<file path="src/rtl/dump_pkg.sv">
// Shared types and default timing parameters for the memory/register dump reader.
package dump_pkg;

  typedef enum logic [2:0] {
    IDLE,
    ISSUE,
    WAIT,
    SHOW,
    DONE
  } dump_state_t;

  localparam int unsigned DEF_ADDR_W      = 6;
  localparam int unsigned DEF_RD_LAT      = 1;
  localparam int unsigned DEF_HOLD_CYCLES = 50_000_000;

endpackage

</file>
<file path="src/rtl/rise_detect.sv">
// Rising-edge detector: pulse is high while in is 1 and was 0 on the previous cycle.
module rise_detect (
  input  logic clk,
  input  logic rst,
  input  logic in,
  output logic pulse
);

  logic prev;

  always_ff @(posedge clk) begin
    if (rst) prev <= 1'b0;
    else     prev <= in;
  end

  assign pulse = in & ~prev;

endmodule

</file>
<file path="src/rtl/mem_dump_reader.sv">
// Read-back engine: walks data memory or the register bank one word per step and
// presents each captured word with its offset for the board display.
module mem_dump_reader
  import dump_pkg::*;
#(
  parameter int unsigned ADDR_W      = DEF_ADDR_W,
  parameter int unsigned RD_LAT      = DEF_RD_LAT,
  parameter int unsigned HOLD_CYCLES = DEF_HOLD_CYCLES
) (
  input  logic        clk,
  input  logic        rst,
  input  logic        start,
  input  logic        abort,
  input  logic        sel_reg,
  input  logic        auto,
  input  logic        step,
  input  logic [7:0]  base,
  input  logic [7:0]  count,
  output logic        rd_en,
  output logic [31:0] mem_addr,
  output logic [4:0]  reg_addr,
  input  logic [31:0] rd_data,
  output logic [31:0] disp_word,
  output logic [7:0]  disp_index,
  output logic        disp_valid,
  output logic        busy,
  output logic        done
);

  localparam int unsigned LAT_W  = (RD_LAT > 1)      ? $clog2(RD_LAT)      : 1;
  localparam int unsigned HOLD_W = (HOLD_CYCLES > 1) ? $clog2(HOLD_CYCLES) : 1;

  dump_state_t       state, state_d;
  logic [7:0]        idx, idx_d;
  logic [LAT_W-1:0]  lat_cnt, lat_d;
  logic [HOLD_W-1:0] hold_cnt, hold_d;
  logic              sel_q, sel_d, auto_q, auto_d;
  logic [7:0]        base_q, base_d, count_q, count_d;
  logic [31:0]       word_d, mem_addr_d;
  logic [7:0]        index_d, sum;
  logic [4:0]        reg_addr_d;
  logic [ADDR_W-1:0] mem_idx;
  logic              valid_d, rd_en_d, busy_d, done_d;
  logic              step_rise, advance;

  rise_detect u_step_edge (
    .clk   (clk),
    .rst   (rst),
    .in    (step),
    .pulse (step_rise)
  );

  assign advance = auto_q ? (hold_cnt == HOLD_W'(HOLD_CYCLES - 1)) : step_rise;

  always_ff @(posedge clk) begin
    if (rst) state <= IDLE;
    else     state <= state_d;
  end

  always_comb begin
    state_d    = state;
    idx_d      = idx;
    lat_d      = lat_cnt;
    hold_d     = '0;
    sel_d      = sel_q;
    auto_d     = auto_q;
    base_d     = base_q;
    count_d    = count_q;
    word_d     = disp_word;
    index_d    = disp_index;
    valid_d    = disp_valid;
    mem_addr_d = mem_addr;
    reg_addr_d = reg_addr;
    sum        = '0;
    mem_idx    = '0;

    unique case (state)
      IDLE, DONE: begin
        if (start) begin
          sel_d   = sel_reg;
          auto_d  = auto;
          base_d  = base;
          count_d = count;
          idx_d   = '0;
          valid_d = 1'b0;
          state_d = (count == 8'd0) ? DONE : ISSUE;
        end
      end
      ISSUE: begin
        lat_d   = LAT_W'(RD_LAT - 1);
        state_d = WAIT;
      end
      WAIT: begin
        if (lat_cnt == '0) begin
          word_d  = rd_data;
          index_d = idx;
          valid_d = 1'b1;
          state_d = SHOW;
        end else begin
          lat_d = lat_cnt - LAT_W'(1);
        end
      end
      SHOW: begin
        hold_d = hold_cnt + HOLD_W'(1);
        if (advance) begin
          if (idx == count_q - 8'd1) begin
            state_d = DONE;
          end else begin
            idx_d   = idx + 8'd1;
            state_d = ISSUE;
          end
        end
      end
      default: state_d = IDLE;
    endcase

    // abort overrides every other transition
    if (abort) begin
      state_d = IDLE;
      idx_d   = '0;
      valid_d = 1'b0;
    end

    // addresses are launched together with the read strobe
    if (state_d == ISSUE) begin
      sum     = base_d + idx_d;
      mem_idx = ADDR_W'(sum);
      if (sel_d) reg_addr_d = sum[4:0];
      else       mem_addr_d = 32'(mem_idx) << 2;
    end

    rd_en_d = (state_d == ISSUE);
    busy_d  = (state_d != IDLE) && (state_d != DONE);
    done_d  = (state_d == DONE);
  end

  always_ff @(posedge clk) begin
    if (rst) begin
      idx        <= '0;
      lat_cnt    <= '0;
      hold_cnt   <= '0;
      sel_q      <= 1'b0;
      auto_q     <= 1'b0;
      base_q     <= '0;
      count_q    <= '0;
      rd_en      <= 1'b0;
      mem_addr   <= '0;
      reg_addr   <= '0;
      disp_word  <= '0;
      disp_index <= '0;
      disp_valid <= 1'b0;
      busy       <= 1'b0;
      done       <= 1'b0;
    end else begin
      idx        <= idx_d;
      lat_cnt    <= lat_d;
      hold_cnt   <= hold_d;
      sel_q      <= sel_d;
      auto_q     <= auto_d;
      base_q     <= base_d;
      count_q    <= count_d;
      rd_en      <= rd_en_d;
      mem_addr   <= mem_addr_d;
      reg_addr   <= reg_addr_d;
      disp_word  <= word_d;
      disp_index <= index_d;
      disp_valid <= valid_d;
      busy       <= busy_d;
      done       <= done_d;
    end
  end

endmodule
</file>
<file path="config.mk">
export PLATFORM = sky130hd
export DESIGN_NAME = mem_dump_reader
export DESIGN_NICKNAME = d
export VERILOG_FILES = /design/src/rtl/dump_pkg.sv /design/src/rtl/rise_detect.sv /design/src/rtl/mem_dump_reader.sv
export SDC_FILE = /design/constraint.sdc
export NUM_CORES = 1
export LEC_CHECK = 0
export CAP_MARGIN = 30
export CORE_MARGIN = 5
export CORE_UTILIZATION = 49
export CTS_CLUSTER_DIAMETER = 60
export DETAILED_ROUTE_END_ITERATION = 10
export HOLD_SLACK_MARGIN = 0.08
export PLACE_DENSITY_LB_ADDON = 0.15
export SYNTH_ARGS = -nofsm -noshare
export SYNTH_HDL_FRONTEND = slang
export SYNTH_SLANG_ARGS = --single-unit
</file>
<file path="constraint.sdc">
create_clock -name clk -period 4.3 [get_ports clk]
set_input_delay 0.645 -clock clk [delete_from_list [all_inputs] [get_ports clk]]
set_output_delay 0.645 -clock clk [all_outputs]
set_load 0.02 [all_outputs]
</file>
**Yosys cells after proc, flatten, opt, wreduce, memory -nomap -nowiden**

Cells that the tools add are included.

- Flip-flop bits (word level): 112
- Bits in latches: 0
- Bits in writable memories: 0
- Bits in read-only memories: 0
- Bits of input ports: 55
- Output and inout port bits: 81
- Logic and storage cells: 74
- Memories: 0

- Add/sub/neg operators: 5
- Multiply operators: 0
- Divide/modulo/power cells: 0
- Magnitude comparators: 0
- Equal/unequal tests: 11
- Shift operators: 0
- Mux-type cells: 22
- Bitwise logic cells: 5
- Reductions and logical operators: 14

Operators with widths:

| operator | count |
|---|---|
| 8-bit two-way mux | 6 |
| 26-bit by 1-bit adder with 26-bit output (second input constant) | 1 |
| 26-bit == test (second input constant) | 1 |
| 3-bit two-way mux | 6 |
| 8-bit case mux with 2 select lines | 1 |
| 3-bit case mux with 4 select lines | 1 |
| 8-bit by 1-bit adder with 8-bit output (second input constant) | 1 |
| 8-bit == test | 1 |
| 8-bit zero test | 1 |
| 2-bit AND reduction | 4 |
| 8-bit by 1-bit subtractor with 8-bit output (second input constant) | 1 |
| 6-bit adder | 1 |
| 3-bit by 1-bit == test with 1-bit output (second input constant) | 2 |
| 3-bit by 2-bit == test with 1-bit output (second input constant) | 2 |
| 3-bit == test (second input constant) | 2 |
| 1-bit two-way mux | 6 |
| 2-bit OR reduction | 3 |
| 2-bit inequality test (second input constant) | 2 |
| 1-bit NOT | 4 |
| 1-bit case mux with 2 select lines | 2 |
| 2-bit nonzero test | 2 |
| 3-bit zero test | 1 |
| 3-bit inequality test (second input constant) | 1 |
| 3-bit AND reduction | 1 |
| other kinds (4) | 4 |

**Longest topological paths before layout**

- Depth after elaboration: 8
- Gate-level depth with buffers: 18
- Depth with buffers taken out: 18

**Modules after synthesis**

From an unflattened synthesis, not the netlist that was laid out.

- Cells, all modules: 605
- Area, all modules: 4981.0 µm²

By module, submodules not included:

| module | times used | cells each | area an instance (µm²) | sequential area each (µm²) |
|---|---|---|---|---|
| mem_dump_reader | 1 | 602 | 4933.5 | 2162.1 |
| rise_detect | 1 | 3 | 47.5 | 20.0 |

**Least setup slack after synthesis**

OpenSTA, ideal clock, no wires.

- Kind: register -> register
- Start: register count_q[0]
- End: register mem_addr[7]
- Library setup time: 95 ps
- Data arrival time: 3817 ps
- Required time: 4205 ps
- Setup slack: 387 ps
- Stages on the path, launching flop included: 16
- Buffers on the path: 0
- Period minus slack after synthesis: 3913 ps
- Cell sequence: dfxtp_1 > or3_1 > o31a_1 > or4_4 > a211o_2 > a21oi_1 > o21ai_0 > a21oi_1 > ha_1 > a21o_1 > a21oi_1 > o21ai_0 > xnor2_1 > nand2_1 > or4b_1 > o311ai_1

- Elaborated cells on any way between the ends: 13
- Classes of those cells: add/sub (2); eq/ne (2); mux (8); reduce/logical (1)

RTL lines:

| what | RTL line | source |
|---|---|---|
| start: declaration | mem_dump_reader.sv:38 | `logic [7:0] base_q, base_d, count_q, count_d;` |
| start signal: assignment | mem_dump_reader.sv:161 | `count_q <= count_d;` |
| 8-bit by 1-bit subtractor with 8-bit output | mem_dump_reader.sv:106 | `if (idx == count_q - 8'd1) begin` |
| 8-bit == test | mem_dump_reader.sv:106 |  |
| 8-bit two-way mux | mem_dump_reader.sv:106 |  |
| 8-bit two-way mux | mem_dump_reader.sv:105 | `if (advance) begin` |
| 8-bit case mux with 2 select lines | mem_dump_reader.sv:77 | `unique case (state)` |
| 8-bit two-way mux | mem_dump_reader.sv:118 | `if (abort) begin` |
| via idx_d[1] | mem_dump_reader.sv:34 | `logic [7:0] idx, idx_d;` |
| 6-bit adder | mem_dump_reader.sv:126 | `sum = base_d + idx_d;` |
| end signal: assignment | mem_dump_reader.sv:163 | `mem_addr <= mem_addr_d;` |
| end: declaration | mem_dump_reader.sv:20 | `output logic [31:0] mem_addr,` |

The timed path passes the listed nets, and every way through them passes these cells.
A chain may end at the register's enable or synchronous reset.

**Worst setup path after layout**

Ends and elaborated chain as after synthesis.

==> results.cfg <==
[sta]
fin_crit_sh_pct = 94.2
hold_viol = 0
finalMaxSlewViolations = 0
min_period_ns = 4.05
setup_violations = 0
worst_slack_ns = 0.250
worst_clock_skew_ns = 0.0181
fin_hold_ws_ns = 0.456
worstMarginPinSlew_ns = 0.795
tns_ns = 0
slew_headroom_pct = 46.9
rsz0062_at_grt = no
fmax_mhz = 247

[critical_path]
path_cells = or3_1, o31a_1, or4_4, a211oi_4, o41ai_1, a31oi_1, nor2_1, ha_1, a21oi_1, o21ai_1, xnor2_1, nand2_1, or4b_1, o311ai_1
crit_buf_inv = 0
max_stage_delay_ns = 0.56
worstPathRequired_ns = 4.57
cp_slowest_cell = or4_4
worstPathArrival_ns = 4.32
end_kind = flop
crit_type = reg -> reg
cp-start-kind = flop
path_delay_family = simple AND/OR/NAND/NOR gates
critPathMaxFanout = 10

[logic_synthesis]
ys_types = 55
ys_top_cells_by_area = dfxtp_1 43%, nand2_1 10%, a21oi_1 7.3%
async_flop_share_pct = 0
synth_cells = 624
synth_top_area_cell = dfxtp_1
postSynthAreaPerCell_um2 = 8.05
synthFlopType = dfxtp_1
yosys.area.top_type_share_pct = 43.4
syn_area_mm2 = 0.00502
ys_seq_area_share_pct = 43.4
synth_edf_count = 0
synth-seq-cells = 109
yosysWarnings = 0

[pwr]
p_leak_nw = 2.28
ir_drop_uv = 229
power.density_mw_per_mm2 = 301
power_mw = 1.92

[cts]
ctsRootBufferMaster = clkbuf_8
clock_latency_ns = 0.37
clk_pin_slew_ns = 0.10
clock_sinks = 109
cts_buffer_depth = 2
cts_tree = done
cts_hold_buf = 0
h-tree-depth = 3
cts_buffers = 9

[drt]
highest_layer = met4
route.detailed.drc = 0
num_vias = 4434
via_per_inst = 5.16
wl_met1_um = 4970
drt_first_pass_iters = 4
drt_iter0_drc = 271
dr_wl_met3_um = 939
wl_met2_um = 5810
ant_nets = 0
wl_per_cell_um = 13.7
routed_wl_um = 11800

[global_route]
grt_pass1_wl_um = 19500
grt_overflow = 0
antenna_found_initial = 0
grt_max_degree = 70
track_usage_pct = 18.8
grt_pass1_vias = 4251

[cells_and_area]
multi_input_area_mm2 = 0.00262
drive_above_1_share_pct = 6.63
seq_area_mm2 = 0.00218
final_common_cell = nand2_1
layout_common_cells = 140 x nand2_1, 108 x dfxtp_1, 106 x clkdlybuf4s50_1
postLayoutCellArea_mm2 = 0.00636
syn_to_final_growth_pct = 26.7
diodes = 0
fin_nets = 785
fillers = 909

[floorplanning]
core-area_mm2 = 0.0102
rows = 37
start_util_pct = 49.3
ios = 136
die_w_um = 111
fp.dieH_um = 111
die-area_mm2 = 0.0124

[placed_design]
dp_slack_ns = 0.0596
dp_hpwl_um = 8570
io_buffers = 107
place_area_mm2 = 0.00612
gp_congestion = 0.881

[hold_path]
worstHoldPathType = reg -> reg

[run]
cap_viol_max_count = 0

[status]
outcome = finished, final reports clean
logic make-up after synthesis:
| group | Yosys count | share of synthesized area (%) |
|---|---|---|
| AND/OR/NAND/NOR | 277 | 25.3 |
| AO/OA/AOI/OAI | 116 | 13.9 |
| flip-flops | 109 | 43.4 |
| buffers and inverters | 69 | 7.22 |
| XOR/XNOR | 34 | 5.93 |
| adder cells (fa/ha/maj) | 9 | 2.39 |
| multiplexers | 9 | 1.79 |
| other | 1 | 0.0746 |
cell type report:
class	count	share of cell area, %
multi-input combinational	471	41.1
inverter	11	0.649
sequential	109	34.3
clock buffer	13	2.65
tap	136	2.67
timing repair buffer	119	18.2
clock inverter	1	0.472
flip-flops by register name, indices dropped and copies added, names as in the netlist, 3 cells and up:
name and flops:
count_q 8, disp_word 32, disp_index 8, hold_cnt 26, idx 8, base_q 6
mem_addr 6, reg_addr 5, state 3
where the power goes:
| part | switching (mW) | internal, mW |
|---|---|---|
| sequential | 0.0133 | 1.03 |
| combinational | 0.134 | 0.108 |
| clock | 0.320 | 0.312 |
| total | 0.468 | 1.45 |
per-layer routing:
metal / global-route usage [%] / up-vias
met5: 0 / -
met4: 5.76 / 0
met3: 6.77 / 8
met2: 32.2 / 112
met1: 22.0 / 2065
li1: - / 2249
metrics by stage:
step / std cells / utilization, %
after CTS: 859 / 62.0
final: 860 / 62.5
after global routing: 860 / 62.5
after detailed placement: 845 / 60.1
after global placement: 845 / 60.1
after floorplan: 649 / -
synth_stat cells (2+ instances only):
| cell | number |
|---|---|
| a21o_1 | 3 |
| a21oi_1 | 73 |
| a31oi_1 | 4 |
| and2_1 | 3 |
| and3_1 | 5 |
| buf_2 | 2 |
| buf_4 | 27 |
| clkbuf_1 | 29 |
| dfxtp_1 | 109 |
| ha_1 | 8 |
| inv_1 | 11 |
| mux2i_1 | 9 |
| nand2_1 | 140 |
| nand2b_1 | 4 |
| nand3_1 | 13 |
| nand4_1 | 9 |
| nor2_1 | 50 |
| nor2b_1 | 2 |
| nor3_1 | 9 |
| nor3b_1 | 2 |
| nor4_1 | 8 |
| nor4b_1 | 3 |
| nor4bb_1 | 2 |
| o211ai_1 | 5 |
| o21a_1 | 3 |
| o21ai_0 | 10 |
| o31a_2 | 2 |
| o41ai_1 | 5 |
| or2_2 | 6 |
| or3_1 | 11 |
| xnor2_1 | 13 |
| xor2_1 | 21 |
worst min-delay path, delay by kind of cell (launching register included):
kind	cells	cell delay, ns
flops	1	0.31
simple gates	1	0.05
compound gates	1	0.05
timing repair:
action	CTS	global route
endpoints found under the setup margin	0	3
endpoints found under the hold margin	0	0
resized for setup	0	10
buffers inserted	0	1
path summary, 6_finish.rpt:
| path | start | end | slack, ns | depth (start not counted) |
|---|---|---|---|---|
| hold reg to reg | disp_word[22] | disp_word[22] | 0.46 | 2 |
| setup reg to reg | count_q[0] | mem_addr[7] | 0.25 | 14 |
| hold / removal | disp_word[22] | disp_word[22] | 0.46 | 2 |
| setup / recovery | count_q[0] | mem_addr[7] | 0.25 | 14 |
Power figures use the tool's default switching activity.
